File: src/rtl/hs_pkg.sv
// Shared constants and state encoding for the hiscore RAM access channel.
package hs_pkg;

    localparam int unsigned HS_ADDR_W   = 16;
    localparam int unsigned HS_DATA_W   = 8;
    localparam int unsigned HS_READ_LAT = 3;

    typedef enum logic [1:0] {
        ST_CPU     = 2'd0,
        ST_GUARD   = 2'd1,
        ST_HS      = 2'd2,
        ST_RELEASE = 2'd3
    } hs_state_e;

endpackage : hs_pkg

File: src/rtl/hs_addr_window.sv
// Maps a hiscore CPU-space address onto the work-RAM window.
module hs_addr_window
    import hs_pkg::*;
#(
    parameter int unsigned           RAM_AW   = 12,
    parameter logic [HS_ADDR_W-1:0]  RAM_BASE = 16'h6000,
    parameter logic [HS_ADDR_W-1:0]  RAM_LAST = 16'h6BFF
) (
    input  logic [HS_ADDR_W-1:0] i_addr,
    output logic [RAM_AW-1:0]    o_offset,
    output logic                 o_in_range
);

    // 16-bit subtraction, truncated to the RAM address width.
    assign o_offset   = RAM_AW'(i_addr - RAM_BASE);
    assign o_in_range = (i_addr >= RAM_BASE) && (i_addr <= RAM_LAST);

endmodule : hs_addr_window

File: src/rtl/hs_ram_responder.sv
// Arbitrates the work-RAM port between the CPU and the hiscore engine.
// The hiscore side owns the port only while the CPU is paused; read data
// returns at a fixed latency so the initiator needs no ready handshake.
module hs_ram_responder
    import hs_pkg::*;
#(
    parameter int unsigned           RAM_AW   = 12,
    parameter logic [HS_ADDR_W-1:0]  RAM_BASE = 16'h6000,
    parameter logic [HS_ADDR_W-1:0]  RAM_LAST = 16'h6BFF
) (
    input  logic                 I_CLK_24576M,
    input  logic                 I_RESETn,
    input  logic [HS_ADDR_W-1:0] hs_address,
    input  logic [HS_DATA_W-1:0] hs_data_in,
    output logic [HS_DATA_W-1:0] hs_data_out,
    input  logic                 hs_write,
    input  logic                 hs_access,
    input  logic                 cpu_paused,
    input  logic [RAM_AW-1:0]    cpu_addr,
    input  logic [HS_DATA_W-1:0] cpu_din,
    input  logic                 cpu_we,
    output logic [RAM_AW-1:0]    ram_addr,
    output logic [HS_DATA_W-1:0] ram_din,
    output logic                 ram_we,
    input  logic [HS_DATA_W-1:0] ram_dout,
    output logic                 hs_owner,
    output logic                 hs_oor
);

    hs_state_e              r_state;
    logic                   r_hs_owner;
    logic [HS_ADDR_W-1:0]   r_addr_q;
    logic [HS_DATA_W-1:0]   r_din_q;
    logic                   r_we_q;
    logic                   r_rd_ok;
    logic [HS_DATA_W-1:0]   r_data_out;
    logic                   r_oor;

    logic [RAM_AW-1:0]      w_offset;
    logic                   w_in_range;

    // Range check and offset of the captured hiscore address.
    hs_addr_window #(
        .RAM_AW   (RAM_AW),
        .RAM_BASE (RAM_BASE),
        .RAM_LAST (RAM_LAST)
    ) u_addr_window (
        .i_addr     (r_addr_q),
        .o_offset   (w_offset),
        .o_in_range (w_in_range)
    );

    // Capture the hiscore request every cycle regardless of ownership.
    always_ff @(posedge I_CLK_24576M or negedge I_RESETn) begin
        if (!I_RESETn) begin
            r_addr_q <= '0;
            r_din_q  <= '0;
            r_we_q   <= 1'b0;
        end else begin
            r_addr_q <= hs_address;
            r_din_q  <= hs_data_in;
            r_we_q   <= hs_write;
        end
    end

    // Ownership FSM; losing the pause always wins and returns the port at once.
    always_ff @(posedge I_CLK_24576M or negedge I_RESETn) begin
        if (!I_RESETn) begin
            r_state    <= ST_CPU;
            r_hs_owner <= 1'b0;
        end else begin
            case (r_state)
                ST_CPU: begin
                    r_hs_owner <= 1'b0;
                    if (hs_access && cpu_paused) begin
                        r_state <= ST_GUARD;
                    end
                end
                ST_GUARD: begin
                    if (hs_access && cpu_paused) begin
                        r_state    <= ST_HS;
                        r_hs_owner <= 1'b1;
                    end else begin
                        r_state    <= ST_CPU;
                        r_hs_owner <= 1'b0;
                    end
                end
                ST_HS: begin
                    if (!cpu_paused) begin
                        r_state    <= ST_CPU;
                        r_hs_owner <= 1'b0;
                    end else if (!hs_access) begin
                        r_state    <= ST_RELEASE;
                        r_hs_owner <= 1'b0;
                    end
                end
                ST_RELEASE: begin
                    r_state    <= ST_CPU;
                    r_hs_owner <= 1'b0;
                end
                default: begin
                    r_state    <= ST_CPU;
                    r_hs_owner <= 1'b0;
                end
            endcase
        end
    end

    // Read return: remember whether the RAM read was a valid hiscore read,
    // then register its data (or zero) one cycle later while still in HS.
    always_ff @(posedge I_CLK_24576M or negedge I_RESETn) begin
        if (!I_RESETn) begin
            r_rd_ok    <= 1'b0;
            r_data_out <= '0;
        end else begin
            r_rd_ok <= (r_state == ST_HS) && w_in_range;
            if (r_state == ST_HS) begin
                r_data_out <= r_rd_ok ? ram_dout : '0;
            end
        end
    end

    // Sticky flag for hiscore writes that fall outside the window.
    always_ff @(posedge I_CLK_24576M or negedge I_RESETn) begin
        if (!I_RESETn) begin
            r_oor <= 1'b0;
        end else if ((r_state == ST_HS) && r_we_q && !w_in_range) begin
            r_oor <= 1'b1;
        end
    end

    // RAM port mux; writes are suppressed outside CPU/HS and during abort.
    always_comb begin
        ram_addr = cpu_addr;
        ram_din  = cpu_din;
        ram_we   = 1'b0;
        case (r_state)
            ST_CPU: begin
                ram_we = cpu_we;
            end
            ST_HS: begin
                ram_addr = w_offset;
                ram_din  = r_din_q;
                ram_we   = r_we_q && w_in_range && cpu_paused;
            end
            default: begin
                ram_we = 1'b0;
            end
        endcase
        if (!I_RESETn) begin
            ram_we = 1'b0;
        end
    end

    assign hs_data_out = r_data_out;
    assign hs_owner    = r_hs_owner;
    assign hs_oor      = r_oor;

endmodule : hs_ram_responder

File: config.mk
export PLATFORM = sky130hd
export DESIGN_NAME = hs_ram_responder
export DESIGN_NICKNAME = d
export VERILOG_FILES = /design/src/rtl/hs_pkg.sv /design/src/rtl/hs_addr_window.sv /design/src/rtl/hs_ram_responder.sv
export SDC_FILE = /design/constraint.sdc
export NUM_CORES = 1
export LEC_CHECK = 0
export CORE_MARGIN = 2
export CORE_UTILIZATION = 36
export DETAILED_ROUTE_END_ITERATION = 10
export PLACE_DENSITY = 0.79
export SETUP_SLACK_MARGIN = 0.05
export SYNTH_ARGS = -nofsm -noshare
export SYNTH_HDL_FRONTEND = slang
export SYNTH_SLANG_ARGS = --single-unit
File: constraint.sdc
create_clock -name I_CLK_24576M -period 2.55 [get_ports I_CLK_24576M]
set_clock_uncertainty 0.1 [all_clocks]
set_input_delay 0.6375 -clock I_CLK_24576M [delete_from_list [all_inputs] [get_ports I_CLK_24576M]]
set_output_delay 0.6375 -clock I_CLK_24576M [all_outputs]
set_load 0.02 [all_outputs]
Word level (Yosys, flattened, before mapping)
Index checks and enable logic that the tools add are counted.
Operators by class
  equality and inequality tests: 5
  mux-type cells: 14
  add/subtract/negate cells: 1
  $lt $le $gt $ge: 2
  reduce and logical (&&, ||, !) cells: 11
Operator list (number)
  $ge A16 B15 Y1 const B: 1
  $le A16 B15 Y1 const B: 1
  $mux W8: 2
  $mux W12: 1
  $sub A12 B1 Y12 const B: 1
  $mux W2: 4
  $pmux W2 S4: 1
  $logic_and A1 B1 Y1: 7
  $eq A2 B2 Y1 const B: 2
  $mux W1: 4
  $ne A3 B3 Y1 const B: 1
  $pmux W1 S3: 1
  $eq A2 B1 Y1 const B: 1
  $logic_not A2 Y1: 1
  $ne A2 B2 Y1 const B: 1
  $pmux W1 S2: 1
  $reduce_and A2 Y1: 1
  $reduce_or A2 Y1: 1
  $logic_not A1 Y1: 1
Storage, ports and cells
  logic and storage cells: 41
  bits of input ports: 58
  register bits: 38
  output and inout port bits: 31

Longest topological paths before layout
Gate-level depths: netlist (run 1).
  depth in word-level cells: 6
  depth in mapped cells: 5
  depth with buffers taken out: 3

By module
A second synthesis (run 1) with hierarchy kept.
Second synthesis, totals
  cell total of the unflattened synthesis: 118
  area, all modules: 1654.1 um^2
By module, submodules not included
  hs_ram_responder: cells an instance 104, instances 1, sequential area each 950.9 um^2, area each 1544.0 um^2
  hs_addr_window: cells an instance 14, instances 1, sequential area each 0.0 um^2, area each 110.1 um^2

Worst setup path after synthesis (run 1)
Ideal clock, no wire load.
  kind: input to output
  from: input I_RESETn
  to: output ram_we
  path buffers: 0
  stages: 2
  arrival: 1246 ps
  setup slack: 567 ps
  required time: 1812 ps
  cell sequence: nand2_1 o32ai_1
On the way
  word-level cells in the longest chain between the ends: 1
RTL lines
  start: declaration: RTL line hs_ram_responder.sv:12  | input logic I_RESETn,
  $mux W1: RTL line hs_ram_responder.sv:150  | if (!I_RESETn) begin
  end: declaration: RTL line hs_ram_responder.sv:24  | output logic ram_we,
No other way between the ends.

Worst setup path after layout (run 1)
  from: input cpu_we
  to: output ram_we
On the way
  word-level cells in the longest chain between the ends: 2
RTL lines
  start: declaration: RTL line hs_ram_responder.sv:21  | input logic cpu_we,
  $pmux W1 S2: RTL line hs_ram_responder.sv:137  | case (r_state)
  $mux W1: RTL line hs_ram_responder.sv:150
No other way between the ends.

==> results of run 1 <==
## critical path, delay by kind of cell
family / cells / cell delay, ns
AOI/OAI and AO/OA: 1 / 0.26
buffers and inverters: 2 / 0.68
and+or+nand+nor: 1 / 0.07
## placed cells by master (no fill, tap or decap)
cell,instances
buf_4,7
clkbuf_8,5
nor2b_1,2
nor3b_1,1
clkbuf_1,2
nand2_1,80
buf_2,2
a31o_2,1
nand3_1,8
o32ai_1,1
nor4bb_1,1
a21oi_1,2
and2b_4,1
dfrtp_1,38
clkdlybuf4s50_1,66
nand2b_1,1
nand4_1,1
nor2_1,2
dlygate4sd2_1,20
xnor2_1,1
## cells by family after synthesis
family,Yosys count
simple gates,97
flops,38
buf+inv,7
compound gates,4
xor+xnor,1
## state kept, by name, summed over array words and instances, names as in the netlist
| signal | flops |
|---|---|
| hs_oor | 1 |
| r_din_q | 8 |
| hs_data_out | 8 |
| r_we_q | 1 |
| r_rd_ok | 1 |
| r_addr_q | 16 |
| r_state | 2 |
| hs_owner | 1 |
## repair_timing
item | in CTS | in global routing
gates resized for setup | 25 | 0
hold endpoints to repair | 0 | 0
endpoints found under the setup margin | 21 | 0
## cell type report
type / instances / area share
clock buffer: 7 / 0.0315
tap: 50 / 0.0258
timing repair buffer: 95 / 0.370
multi-input combinational: 102 / 0.180
sequential: 38 / 0.392
## stage by stage
step | cells | utilization
2_1_floorplan | 147 | -
3_3_place_gp | 285 | 0.608
3_5_place_dp | 285 | 0.608
4_1_cts | 292 | 0.620
5_1_grt | 292 | 0.620
6_report | 292 | 0.620
## power groups by stage
| stage | combinational [mW] | clock (mW) | sequential [mW] |
|---|---|---|---|
| 5_1_grt | 0.357 | 0.419 | 0.675 |
| 6_report | 0.327 | 0.371 | 0.671 |
| 2_1_floorplan | 0.106 | 0 | 0.709 |
| 3_3_place_gp | 0.348 | 0 | 0.679 |
| 4_1_cts | 0.332 | 0.393 | 0.671 |
| 3_5_place_dp | 0.352 | 0 | 0.683 |
## layer usage
layer	vias to the layer above	wire, µm	share of wire	GRT usage
met2	61	1680	0.48	0.275
met1	597	1440	0.41	0.211
met4	0	13	0.0037	0.0536
met5	-	0	0	0
li1	643	-	-	-
met3	2	360	0.10	0.0700
## worst paths after layout
path | start | cells after the start | slack (ns) | end
min in group I_CLK_24576M | hs_data_out[2] | 2 | 0.37 | hs_data_out[2]
max in group asynchronous | I_RESETn | 2 | 1.74 | r_addr_q[3]
hold / removal | I_RESETn | 2 | 0.24 | r_addr_q[13]
setup / recovery | cpu_we | 4 | 0.17 | ram_we
hold reg to reg | hs_data_out[2] | 2 | 0.37 | hs_data_out[2]
setup reg to reg | r_state[1] | 4 | 1.13 | hs_oor
==> metrics.txt, run 1 <==
First-pass DRT Iterations=4; Synth Instances=147; drt via density=4.46; IO Pins=89; total CTS buffers=5; Die X=67.3 µm; Final Cell Area=2420 µm²; CP required=1.81 ns; top-count cell post-synth=nand2_1; worst min path class=input port to asynchronous set/reset pin; Clk Latency, worst-skew pair=0.28 ns; Combinational Power Share=0.239; Area Overhead vs Synth=68.1%; max incr delay on CP=0.46 ns; Crit-path slowest cell=clkdlybuf4s50_1; Pwr per Cell Area=564 nW/µm²; number of flops mapped to enable cells by yosys=0; layout cell share with drive strength beyond 1=0.0661; # Post-CTS Setup Buffers=0; Worst-path clk slew=0.06 ns; post-synthesis xor/xnor area fraction=0.00607; Distinct cells, synth=17; Ys Warns=0; die area=4530 µm²; top cell type's share of synthesized area=0.659; DRT Wirelength=3.49 mm; Synth Area in Simple Gates=0.278; CP max FO=1; # setup viols final=0; Slew HR=0.754; Mapped Area=1440 µm²; FMAX=0.420 GHz; sequential share of the synthesized area=0.659; RSZ-0062 raised after global routing=no; Leak=1.17 nW; switch share=0.260; Clock Sinks=38; root buffer cell=clkbuf_8; vias in the first global route=1223; hold slack=0.238 ns; Peak VDD IR=379 µV; Psw=0.356 mW; sequential share of power=0.490; Total Neg Setup Slack=0 ns; Die Span Y=67.3 µm; mux contribution to synthesized area=0; Post-Synth Adder-Cell Area=0; Reg area=951 µm²; first-pass GRT wire length=5.69 mm; Synth async-reset ratio=1.00; initial antenna violation count=0; crit path cell chain=clkdlybuf4s50_1 > nand2_1 > o32ai_1 > buf_2; GRT overflow=0; post-layout net count=300; area of the core=3910 µm²; largest family of logic cells by synthesized area=simple AND/OR/NAND/NOR gates; max capacitance violation total=0; status=finished clean; Synth top cells by count=80 x nand2_1, 38 x dfrtp_1, 8 x nand3_1, 3 x buf_4; Top FF cell, synth=dfrtp_1; DP Area=2380 µm²; Hold Fails Final Rpt=0; fin crit period=2.38 ns; drt first-iter violations=39; Yosys top cell by area=dfrtp_1; H-tree Lvls=2; drt drc=0; Clock Tree Buf Depth=2; Least-Margin Pin Slew=0.369 ns; Pint=1.01 mW; largest net degree at the start of global routing=30; pre-CTS setup slack=-0.304 ns; crit end category=primary output; WP data arrival=1.65 ns; Rows=23; Syn Area/Cell=9.81 µm²; Initial Util=0.369; Avg WL per Cell=12.0 µm; Area contributors post-synth=dfrtp_1 66%, nand2_1 21%, nand3_1 2.8%; worst setup margin=0.167 ns; multi-input combinational cell area=437 µm²; detailed placer's ending HPWL=2.70 mm; syn nets=205; routability cong.=0.754; period utilisation layout=0.934; I/O Buffers=88; fillcell total=372; post-synthesis compound-gate area fraction=0.0191; Final ANT Viol Nets=0; via count=1303; max-slew violation count=0; Clock power frac=0.271; CTS tree=yes; element type at the critical path start=input port; Yosys reg bits=38; total power=1.37 mW; # hold bufs at CTS=0; Global Route Usage Sum=0.171; ANT cells=0; critical path class=input port to primary output
Note: power is estimated with default switching activity, not from simulation.
==> run 2, diff against run 1 <==
--- a/config.mk
+++ b/config.mk
@@ -10,6 +10,7 @@
 export DETAILED_ROUTE_END_ITERATION = 10
 export PLACE_DENSITY = 0.79
 export SETUP_SLACK_MARGIN = 0.05
+export SLEW_MARGIN = 10
 export SYNTH_ARGS = -nofsm -noshare
 export SYNTH_HDL_FRONTEND = slang
 export SYNTH_SLANG_ARGS = --single-unit
==> results of run 2 <==
The final DEF is identical to that of run 1; final timing and power are the same.
==> run 3, diff against run 2 <==
--- a/config.mk
+++ b/config.mk
@@ -10,7 +10,6 @@
 export DETAILED_ROUTE_END_ITERATION = 10
 export PLACE_DENSITY = 0.79
 export SETUP_SLACK_MARGIN = 0.05
-export SLEW_MARGIN = 10
 export SYNTH_ARGS = -nofsm -noshare
 export SYNTH_HDL_FRONTEND = slang
 export SYNTH_SLANG_ARGS = --single-unit
==> results of run 3 <==
The final DEF is identical to that of run 1; final timing and power are the same.
